===== src/rtl/flappy_pkg.sv =====
// Shared constants for the Flappy Bird VGA datapath: game state encoding,
// screen geometry, palette and physics defaults.
package flappy_pkg;

    typedef enum logic [1:0] {
        ST_IDLE  = 2'd0,
        ST_PLAY  = 2'd1,
        ST_DYING = 2'd2,
        ST_OVER  = 2'd3
    } state_t;

    localparam int SCREEN_W = 640;
    localparam int SCREEN_H = 480;
    localparam int BIRD_X   = 100;
    localparam int BIRD_W   = 16;
    localparam int BIRD_H   = 16;

    // 12-bit RGB (4:4:4) palette
    localparam logic [11:0] COLOR_SKY    = 12'h4CF;
    localparam logic [11:0] COLOR_PIPE   = 12'h0A0;
    localparam logic [11:0] COLOR_BIRD   = 12'hFE0;
    localparam logic [11:0] COLOR_GROUND = 12'hA72;
    localparam logic [11:0] COLOR_BLACK  = 12'h000;

    localparam int DEF_BIRD_Y_INIT  = 220;
    localparam int DEF_GRAVITY      = 1;
    localparam int DEF_FLAP_VEL     = -6;
    localparam int DEF_VMAX         = 8;
    localparam int DEF_Y_MAX        = SCREEN_H - BIRD_H;
    localparam int DEF_DEATH_FRAMES = 60;

endpackage


===== src/rtl/flappy_game_ctrl_bcd_counter4.sv =====
// Four-digit BCD score counter: synchronous clear, increment enable,
// saturates at 9999.
module bcd_counter4 (
    input  logic        clk,
    input  logic        reset,
    input  logic        clr,
    input  logic        inc,
    output logic [15:0] count
);

    logic [15:0] r_count;
    logic [15:0] w_next;
    logic        w_carry;

    // Ripple a +1 through the digits, wrapping each 9 to 0 with carry
    always_comb begin
        w_next  = r_count;
        w_carry = 1'b1;
        for (int unsigned i = 0; i < 4; i++) begin
            if (w_carry) begin
                if (r_count[4*i +: 4] == 4'd9) begin
                    w_next[4*i +: 4] = 4'd0;
                end else begin
                    w_next[4*i +: 4] = r_count[4*i +: 4] + 4'd1;
                    w_carry          = 1'b0;
                end
            end
        end
    end

    // Count register: clear wins over increment; hold at 9999
    always_ff @(posedge clk) begin
        if (reset) begin
            r_count <= '0;
        end else if (clr) begin
            r_count <= '0;
        end else if (inc && (r_count != 16'h9999)) begin
            r_count <= w_next;
        end
    end

    assign count = r_count;

endmodule


===== src/rtl/flappy_game_ctrl.sv =====
// Game sequencing controller: state machine, bird vertical physics,
// collision latch, pipe renderer control and BCD score.
module flappy_game_ctrl
    import flappy_pkg::*;
#(
    parameter int BIRD_Y_INIT  = DEF_BIRD_Y_INIT,
    parameter int GRAVITY      = DEF_GRAVITY,
    parameter int FLAP_VEL     = DEF_FLAP_VEL,
    parameter int VMAX         = DEF_VMAX,
    parameter int Y_MAX        = DEF_Y_MAX,
    parameter int DEATH_FRAMES = DEF_DEATH_FRAMES
) (
    input  logic        clk,
    input  logic        reset,
    input  logic        start_button,
    input  logic        frame_tick,
    input  logic        bright,
    input  logic        bird_px,
    input  logic        pipe_px,
    input  logic        pipe_passed,
    output logic        pipe_run_en,
    output logic        pipe_reset,
    output logic [9:0]  bird_y,
    output logic [15:0] score,
    output logic [1:0]  state,
    output logic        game_over
);

    localparam logic signed [5:0]  LP_GRAV   = 6'(GRAVITY);
    localparam logic signed [5:0]  LP_FLAP   = 6'(FLAP_VEL);
    localparam logic signed [5:0]  LP_VMAX6  = 6'(VMAX);
    localparam logic signed [6:0]  LP_VMAX7  = 7'(VMAX);
    localparam logic signed [10:0] LP_YMAX11 = 11'(Y_MAX);
    localparam logic [9:0]         LP_YMAX10 = 10'(Y_MAX);
    localparam logic [9:0]         LP_YINIT  = 10'(BIRD_Y_INIT);
    localparam logic [5:0]         LP_DEATH  = 6'(DEATH_FRAMES);

    state_t             r_state;
    logic               r_btn_q;
    logic               r_pipe_run_en;
    logic               r_pipe_reset;
    logic               r_game_over;
    logic               r_hit;
    logic               r_flap;
    logic [9:0]         r_bird_y;
    logic signed [5:0]  r_vel;
    logic [5:0]         r_death_cnt;

    logic               w_press;
    logic               w_hit_now;
    logic               w_hit_any;
    logic               w_flap;
    logic signed [6:0]  w_vel_sum;
    logic signed [5:0]  w_vel_grav;
    logic signed [5:0]  w_vel_n;
    logic signed [10:0] w_y_n;
    logic [9:0]         w_y_clamp;
    logic [5:0]         w_death_next;
    logic               w_score_clr;
    logic               w_score_inc;

    assign w_press   = start_button & ~r_btn_q;
    assign w_hit_now = bright & bird_px & pipe_px;
    assign w_hit_any = r_hit | w_hit_now;
    // A press landing on the tick cycle still flaps at that tick
    assign w_flap    = r_flap | w_press;

    // Next-frame velocity and position, in widened signed arithmetic
    always_comb begin
        w_vel_sum  = {r_vel[5], r_vel} + {LP_GRAV[5], LP_GRAV};
        w_vel_grav = (w_vel_sum > LP_VMAX7) ? LP_VMAX6 : w_vel_sum[5:0];
        w_vel_n    = ((r_state == ST_PLAY) && w_flap) ? LP_FLAP : w_vel_grav;
        w_y_n      = $signed({1'b0, r_bird_y}) + {{5{w_vel_n[5]}}, w_vel_n};
        if (w_y_n < 0) begin
            w_y_clamp = '0;
        end else if (w_y_n >= LP_YMAX11) begin
            w_y_clamp = LP_YMAX10;
        end else begin
            w_y_clamp = w_y_n[9:0];
        end
        w_death_next = r_death_cnt + 6'd1;
    end

    // Game state machine with registered outputs and bird physics
    always_ff @(posedge clk) begin
        if (reset) begin
            r_state       <= ST_IDLE;
            r_btn_q       <= 1'b0;
            r_pipe_run_en <= 1'b0;
            r_pipe_reset  <= 1'b1;
            r_game_over   <= 1'b0;
            r_hit         <= 1'b0;
            r_flap        <= 1'b0;
            r_bird_y      <= LP_YINIT;
            r_vel         <= '0;
            r_death_cnt   <= '0;
        end else begin
            r_btn_q      <= start_button;
            r_pipe_reset <= 1'b0;
            case (r_state)
                ST_IDLE: begin
                    r_pipe_run_en <= 1'b0;
                    r_game_over   <= 1'b0;
                    if (w_press) begin
                        r_state       <= ST_PLAY;
                        r_pipe_run_en <= 1'b1;
                        r_flap        <= 1'b1;
                        r_hit         <= 1'b0;
                    end
                end
                ST_PLAY: begin
                    if (w_press)   r_flap <= 1'b1;
                    if (w_hit_now) r_hit  <= 1'b1;
                    if (frame_tick) begin
                        r_flap <= 1'b0;
                        if (w_hit_any || (w_y_n >= LP_YMAX11)) begin
                            r_state       <= ST_DYING;
                            r_pipe_run_en <= 1'b0;
                            r_death_cnt   <= '0;
                            r_bird_y      <= w_y_clamp;
                            r_vel         <= (w_y_n < 0) ? 6'sd0 : w_vel_n;
                        end else if (w_y_n < 0) begin
                            r_bird_y <= '0;
                            r_vel    <= '0;
                        end else begin
                            r_bird_y <= w_y_n[9:0];
                            r_vel    <= w_vel_n;
                        end
                    end
                end
                ST_DYING: begin
                    r_flap <= 1'b0;
                    if (frame_tick) begin
                        r_bird_y    <= w_y_clamp;
                        r_vel       <= (w_y_n < 0) ? 6'sd0 : w_vel_n;
                        r_death_cnt <= w_death_next;
                        if ((w_y_clamp == LP_YMAX10) || (w_death_next >= LP_DEATH)) begin
                            r_state     <= ST_OVER;
                            r_game_over <= 1'b1;
                        end
                    end
                end
                ST_OVER: begin
                    if (w_press) begin
                        r_state      <= ST_IDLE;
                        r_game_over  <= 1'b0;
                        r_bird_y     <= LP_YINIT;
                        r_vel        <= '0;
                        r_pipe_reset <= 1'b1;
                    end
                end
                default: r_state <= ST_IDLE;
            endcase
        end
    end

    assign w_score_clr = (r_state == ST_IDLE) & w_press;
    assign w_score_inc = (r_state == ST_PLAY) & pipe_passed;

    bcd_counter4 u_score (
        .clk   (clk),
        .reset (reset),
        .clr   (w_score_clr),
        .inc   (w_score_inc),
        .count (score)
    );

    assign pipe_run_en = r_pipe_run_en;
    assign pipe_reset  = r_pipe_reset;
    assign bird_y      = r_bird_y;
    assign state       = r_state;
    assign game_over   = r_game_over;

endmodule


===== config.mk =====
export PLATFORM = sky130hd
export DESIGN_NAME = flappy_game_ctrl
export DESIGN_NICKNAME = d
export VERILOG_FILES = /design/src/rtl/flappy_pkg.sv /design/src/rtl/flappy_game_ctrl_bcd_counter4.sv /design/src/rtl/flappy_game_ctrl.sv
export SDC_FILE = /design/constraint.sdc
export NUM_CORES = 1
export LEC_CHECK = 0
export ABC_AREA = 1
export BUFFER_PORTS_ARGS = -buffer_cell sky130_fd_sc_hd__buf_2
export CORE_ASPECT_RATIO = 1.1
export CORE_MARGIN = 3
export CORE_UTILIZATION = 45
export CTS_BUF_LIST = sky130_fd_sc_hd__clkbuf_8 sky130_fd_sc_hd__clkbuf_16
export DETAILED_ROUTE_END_ITERATION = 10
export GPL_ROUTABILITY_DRIVEN = 0
export MAX_ROUTING_LAYER = met4
export SKIP_CTS_REPAIR_TIMING = 1
export SLEW_MARGIN = 5
export SYNTH_ARGS = -nofsm -noshare
export SYNTH_HDL_FRONTEND = slang
export SYNTH_HIERARCHICAL = 1
export SYNTH_SLANG_ARGS = --single-unit

===== constraint.sdc =====
create_clock -name clk -period 4.89 [get_ports clk]
set_input_delay 0.2445 -clock clk [delete_from_list [all_inputs] [get_ports clk]]
set_output_delay 0.2445 -clock clk [all_outputs]
set_load 0.02 [all_outputs]

==> results of run 1 <==
[final timing paths]
check / to / cells after the start / from / slack [ns]
max: r_vel[2] / 20 / r_vel[0] / 0.60
min reg2reg: r_hit / 2 / r_hit / 0.47
max reg2reg: r_vel[2] / 20 / r_vel[0] / 0.60
min: r_btn_q / 3 / start_button / 0.17
[cell usage in the layout, fill, tap and decap left out, types with 2 or more instances in the layout]
master    instances
dfxtp_1          46
nor3b_1           2
buf_2            38
or2_2             2
nand3_1          23
nor2_4            2
nand2_2          10
inv_1            57
nor2_2            7
nand4_1          10
nor3_1            6
o21ai_0          16
clkbuf_8          6
nand3_2           5
clkinv_1          3
xnor2_1           2
nor2_1           60
nand3_4           2
nand3b_1          3
nand2_4           5
o21ai_1          12
xor2_1           10
ha_1             20
inv_2             8
a21oi_1          36
nand2_1         112
[metrics by stage]
step | total power [mW] | std cells | hold WS, ns | area, sq um
2_1_floorplan | 1.35 | 476 | 0.323 | 3210
6_report | 1.82 | 600 | 0.173 | 3570
3_3_place_gp | 1.57 | 592 | 0.453 | 3470
4_1_cts | 1.83 | 600 | 0.172 | 3570
3_5_place_dp | 1.57 | 592 | 0.458 | 3470
5_1_grt | 2.03 | 600 | 0.185 | 3570
[final cells by class]
cell class                      instances  area, sq um
Clock buffer                            6         82.6
Clock inverter                          2         12.5
Fill cell                             695         3180
Inverter                               67          251
Multi-Input combinational cell        358         2000
Sequential cell                        46          921
Tap cell                               82          103
Timing Repair Buffer                   39          198
[registers in the layout (all words and copies together), names as in the netlist, 2 cells and up]
name / cells
bird_y: 10
r_vel: 6
u_score/count: 16
state: 2
r_death_cnt: 6
[critical path, delay by kind of cell (launching register included)]
family                     cells  cell delay (ns)
DFF                            1             0.42
buffers and inverters          1             0.06
AOI/OAI and AO/OA              3             0.48
and+or+nand+nor               11             1.90
xor gates and xnor gates       1             0.20
adders and majority gates      4             1.16
[Yosys cell counts, drive strengths merged, types with 6 or more instances]
| library cell | n | area share [%] |
|---|---|---|
| nand4 | 11 | 2.6 |
| a21oi | 37 | 5.9 |
| inv | 64 | 7.5 |
| xor2 | 10 | 2.7 |
| dfxtp | 46 | 29 |
| nand2 | 127 | 17 |
| nand3 | 30 | 6.2 |
| o21ai | 29 | 4.9 |
| ha | 20 | 7.8 |
| nor3 | 6 | 0.94 |
| nor2 | 70 | 9.7 |
[layer usage]
layer	up-vias	wire, um
met4	0	75
met1	1361	3620
met5	-	0
li1	1609	-
met2	51	3310
met3	8	246
[power by group through the flow]
stage	combinational (mW)	clock, mW	sequential, mW
CTS	1.07	0.264	0.497
finish	1.07	0.249	0.498
global route	1.24	0.278	0.509
detailed placement	1.07	0	0.505
global placement	1.07	0	0.503
floorplan	0.805	0	0.545
[kinds of logic after synthesis]
family                   count (synthesis)  share of synthesized area (%)
AND/OR/NAND/NOR                        252                           38.1
AO/OA/AOI/OAI                           73                           12.4
buffers and inverters                   72                           9.01
flip-flops                              46                           28.7
adder cells (fa/ha/maj)                 21                           8.42
XOR/XNOR                                12                           3.28
==> impl_metrics.toml, run 1 <==
[power_and_ir_drop]
p_leak_nw = 1.76
intPower_uw = 920
p_per_area_nw_per_um2 = 510
power_switching_share_pct = 49.4
p_sw_uw = 898
power_frac_seq_pct = 27.4
max-vdd-ir-drop_v = 0.000315
pwr-share-comb_pct = 58.9
clockPowerShare_pct = 13.7

[clocking]
clk_pin_slew_worst_paths_ns = 0.09
cts.sinks = 46
clock_latency_ns = 0.30
cts_buffers = 5
htree_levels = 2
cts_tree = "done"
clk_path_buf_depth = 2
ctsRootBufferMaster = "clkbuf_8"

[placement]
port_buffers = 38
place_ws_ns = 0.650
hpwl_um = 5600

[die]
core_area_sq_um = 6750
die_w_um = 86.5
die_h_um = 94.6
io-pin-count = 39
start_util_pct = 47.5
num_rows = 31
die_area_sq_um = 8180

[hold_path]
hold_class = "input pin to flop"

[synthesis]
ys_async_sr_fraction_pct = 0
ys_ff_latch = 46
synth.cell_area_sq_um = 3210
syn-num-nets = 505
yosysUniqueCellTypes = 40
seq_area_frac_synth_pct = 28.7
syn_inst = 476
synth_edf_count = 0
ys.flop_type = "dfxtp_1"
syn-mean-instance-area_sq_um = 6.74
yosysWarnings = 6

[run]
max_cap_violations = 0

[timing]
post-route-period-util_pct = 87.8
worstMarginPinSlew_ns = 0.970
max-slew-margin-rel_pct = 35.1
rsz0062_at_grt = "no"
final_hold_viol_count = 0
setup_slack_ns = 0.597
slew_viol_final = 0
clock_skew_ns = 0.0106
fmax_mhz = 233
min_period_ns = 4.29
setup-tns-final_ns = 0
setup_viol_count_final = 0

[detailed_routing]
drtIter0Drc = 143
vias = 3029
wirelength_um = 7250
ant_nets = 0
viasPerCell = 5.05
wl_per_cell_um = 12.1
remaining_drc_errors = 0
drtPass1Iterations = 4

[grt]
grtUsageMet3_pct = 2.88
use_met2_pct = 30.1
grt.met1_usage_pct = 27.8
grt-ovfl-total = 0
grt_max_degree = 26
grt-busiest-layer = "met2"
grt_pass1_vias = 2740
grt_pass1_wl_um = 12900
grt_usage_pct = 19.9
antenna_found_initial = 0

[setup_path]
cp_cell_sequence = "ha_1, nand3_1, xor2_1, nand2_1, o21ai_1, nor3b_1, ha_1, inv_1, fa_1, nand3b_1, nand2_2, nand2_1, nand2_1, nand2_1, a21oi_1, or2_2, ha_1, nor3_1, nand2_1, a21oi_1"
cpMostUsedCell = "nand2_1"
critPathCaptureType = "flop"
max_stage_delay_ns = 0.59
cp_max_fo = 5
critPathRequiredTime_ns = 5.12
crit_arrival_ns = 4.52
slowest_stage = "nor3_1"
startpoint_type = "flop"
critical_path_class = "flop to flop"

[cells_and_area]
num-nets-final = 546
antennaDiodeCount = 0
utilization_pct = 52.8
drive_gt1_share_pct = 17.8
syn_to_final_growth_pct = 11.2

[status]
status = "finished clean"
Note: power is estimated with default switching activity, not from simulation.
==> inputs of run 2 (changes only) <==
Settings changed: ABC_AREA 1 to unset.
==> run 2 against run 1 <==
Final cell count down 15%. Routed wire length up 8.3%. Critical path depth down 4. Flip-flop and latch count unchanged. Final area down 2.3%. Combinational power up 11%. Count of clock-buffer cells in the layout unchanged. Clock power down 3%. Sequential power down 1%. Power up 5.8%. Synthesized cell count down 16%. Fmax down 5.2%. Critical endpoint is now r_death_cnt[0]. Highest routed layer unchanged.
==> impl_metrics.toml, run 2 <==
[die]
die_h_um = 94.0
io-pin-count = 39
die_area_sq_um = 8080
start_util_pct = 47.2
core_area_sq_um = 6710
die_w_um = 86.0
num_rows = 31

[clocking]
cts_buffers = 5
ctsRootBufferMaster = "clkbuf_8"
cts.sinks = 46
htree_levels = 2
clk_path_buf_depth = 2
clock_latency_ns = 0.30
cts_tree = "done"
clk_pin_slew_worst_paths_ns = 0.09

[setup_path]
cp_top_family = "compound AO/OA/AOI/OAI gates"
crit_arrival_ns = 4.76
critPathRequiredTime_ns = 5.12
max_stage_delay_ns = 0.47
cpMostUsedCell = "a21oi_1"
critical_path_class = "flop to flop"
critPathCaptureType = "flop"
cp_max_fo = 7
cp_cell_sequence = "ha_1, xnor2_1, a21oi_1, o21ai_1, a31oi_1, nor2_1, a21oi_1, inv_1, ha_1, a211oi_2, o211ai_2, a221o_1, a211o_1, o311a_4, or4_1, a21oi_1"
crit_buf_inv = 1
startpoint_type = "flop"
slowest_stage = "or4_1"

[synthesis]
synth.largest_area_cell = "dfxtp_1"
synth.most_common_cell = "dfxtp_1"
synthDominantCellAreaShare_pct = 29.1
yosysUniqueCellTypes = 68
seq_area_frac_synth_pct = 29.1
syn_inst = 400
synth_edf_count = 0
syn-num-nets = 429
synth.cell_area_sq_um = 3160
ys_async_sr_fraction_pct = 0
ys.flop_type = "dfxtp_1"
ys_ff_latch = 46
yosysWarnings = 6
syn-mean-instance-area_sq_um = 7.91
synthTopCellsByArea = "dfxtp_1, ha_1, a21oi_1"
synthTopCellsByCount = "dfxtp_1, a21oi_1, nand2_1, nor2_1, inv_1"

[status]
status = "finished clean"

[placement]
hpwl_um = 5850
placed_cells = 504
port_buffers = 38

[detailed_routing]
drtIter0Drc = 143
remaining_drc_errors = 0
ant_nets = 0
wirelength_um = 7850
drtPass1Iterations = 6
vias = 3012
wl_per_cell_um = 15.3
viasPerCell = 5.88

[run]
max_cap_violations = 0

[cells_and_area]
syn_to_final_growth_pct = 10.1
antennaDiodeCount = 0
multi_input_comb_area_sq_um = 2080
drive_gt1_share_pct = 14.4
seqCellArea_sq_um = 921
final_common_cell = "dfxtp_1"
n_fill_cell = 696
instances_no_fill = 512
num-nets-final = 458
layout_common_cells = "dfxtp_1, a21oi_1, buf_2, nand2_1, nor2_1"
largest_reg_flops = 16

[timing]
min_period_ns = 4.53
worstMarginPinSlew_ns = 0.620
setup_viol_count_final = 0
max-slew-margin-rel_pct = 58.7
clock_skew_ns = 0.00755
slew_viol_final = 0
rsz0062_at_grt = "no"
setup-tns-final_ns = 0
post-route-period-util_pct = 92.6
final_hold_viol_count = 0
fmax_mhz = 221

[grt]
grt_pass1_wl_um = 13000
grt-ovfl-total = 0
grt_max_degree = 28
antenna_found_initial = 0
grt_pass1_vias = 2649
grt_usage_pct = 20.3

[power_and_ir_drop]
p_per_area_nw_per_um2 = 552
p_leak_nw = 1.40
max-vdd-ir-drop_v = 0.000350

[hold_path]
hold_class = "input pin to flop"
-- run 2: changes by cell type in the layout (fill, tap and decap cells not counted), moves of 6 or more --
| cell | change |
|---|---|
| xor2_1 | -8 |
| inv_1 | -32 |
| xnor2_1 | +7 |
| nand2_1 | -82 |
| nor2_2 | -7 |
| nor2b_1 | +6 |
| o21ai_0 | +7 |
| inv_2 | -8 |
| o21ai_1 | -9 |
| nand2_2 | -10 |
| o31ai_1 | +6 |
| nor2_1 | -30 |
-- run 2: path summary, 6_finish.rpt --
check / from / end / slack (ns) / cells past startpoint
setup / recovery: r_vel[0] / r_death_cnt[0] / 0.36 / 16
hold reg to reg: bird_y[8] / bird_y[8] / 0.49 / 2
setup reg to reg: r_vel[0] / r_death_cnt[0] / 0.36 / 16
hold / removal: start_button / r_btn_q / 0.20 / 2
-- run 2: cell type report --
type | instances | share of cell area (%)
well taps | 82 | 2.94
inverters | 24 | 2.59
flip-flops and latches | 46 | 26.4
clock inverters | 2 | 0.251
clock buffers | 6 | 2.37
repair buffers | 39 | 5.67
multi-input cells | 313 | 59.7
-- run 2: worst register-to-register path, delay by kind of cell, from the launching register on --
family | cells | cell delay, ns
buffers and inverters | 1 | 0.08
xor gates and xnor gates | 1 | 0.15
and+or+nand+nor | 2 | 0.59
DFF | 1 | 0.45
adders and majority gates | 2 | 0.59
AOI/OAI and AO/OA | 10 | 2.61
-- run 2: through the flow --
step	setup WS, ns	hold slack, ns	total power, mW	cell area [sq um]	utilization [%]
detailed placement	0.395	0.467	1.67	3390	50.6
global route	0.0462	0.215	2.08	3480	51.9
global placement	0.437	0.464	1.67	3390	50.6
finish	0.363	0.198	1.92	3480	51.9
floorplan	0.931	0.373	1.38	3160	-
CTS	0.378	0.188	1.92	3480	51.9
-- run 2: cells by family (layout without fill, tap and decap cells) --
kind of cell,Yosys count,count (layout),synth area share (%)
adders and majority gates,21,21,8.54
muxes,3,3,0.949
buffers and inverters,41,71,5.10
xor gates and xnor gates,11,11,3.04
AOI/OAI and AO/OA,128,128,27.6
DFF,46,46,29.1
and+or+nand+nor,150,150,25.7
-- run 2: metal layers --
metal,part of all wire (%),GRT usage [%]
met5,0,-
met4,0.87,4.22
met3,5.2,4.30
met2,44,29.8
met1,50,28.6
-- run 2: where the power goes --
part / switching (mW) / internal (mW) / total [mW] / leakage [nW]
logic: 0.761 / 0.428 / 1.19 / 0.974
clock network: 0.130 / 0.112 / 0.242 / 0.0524
registers: 0.0605 / 0.432 / 0.493 / 0.373
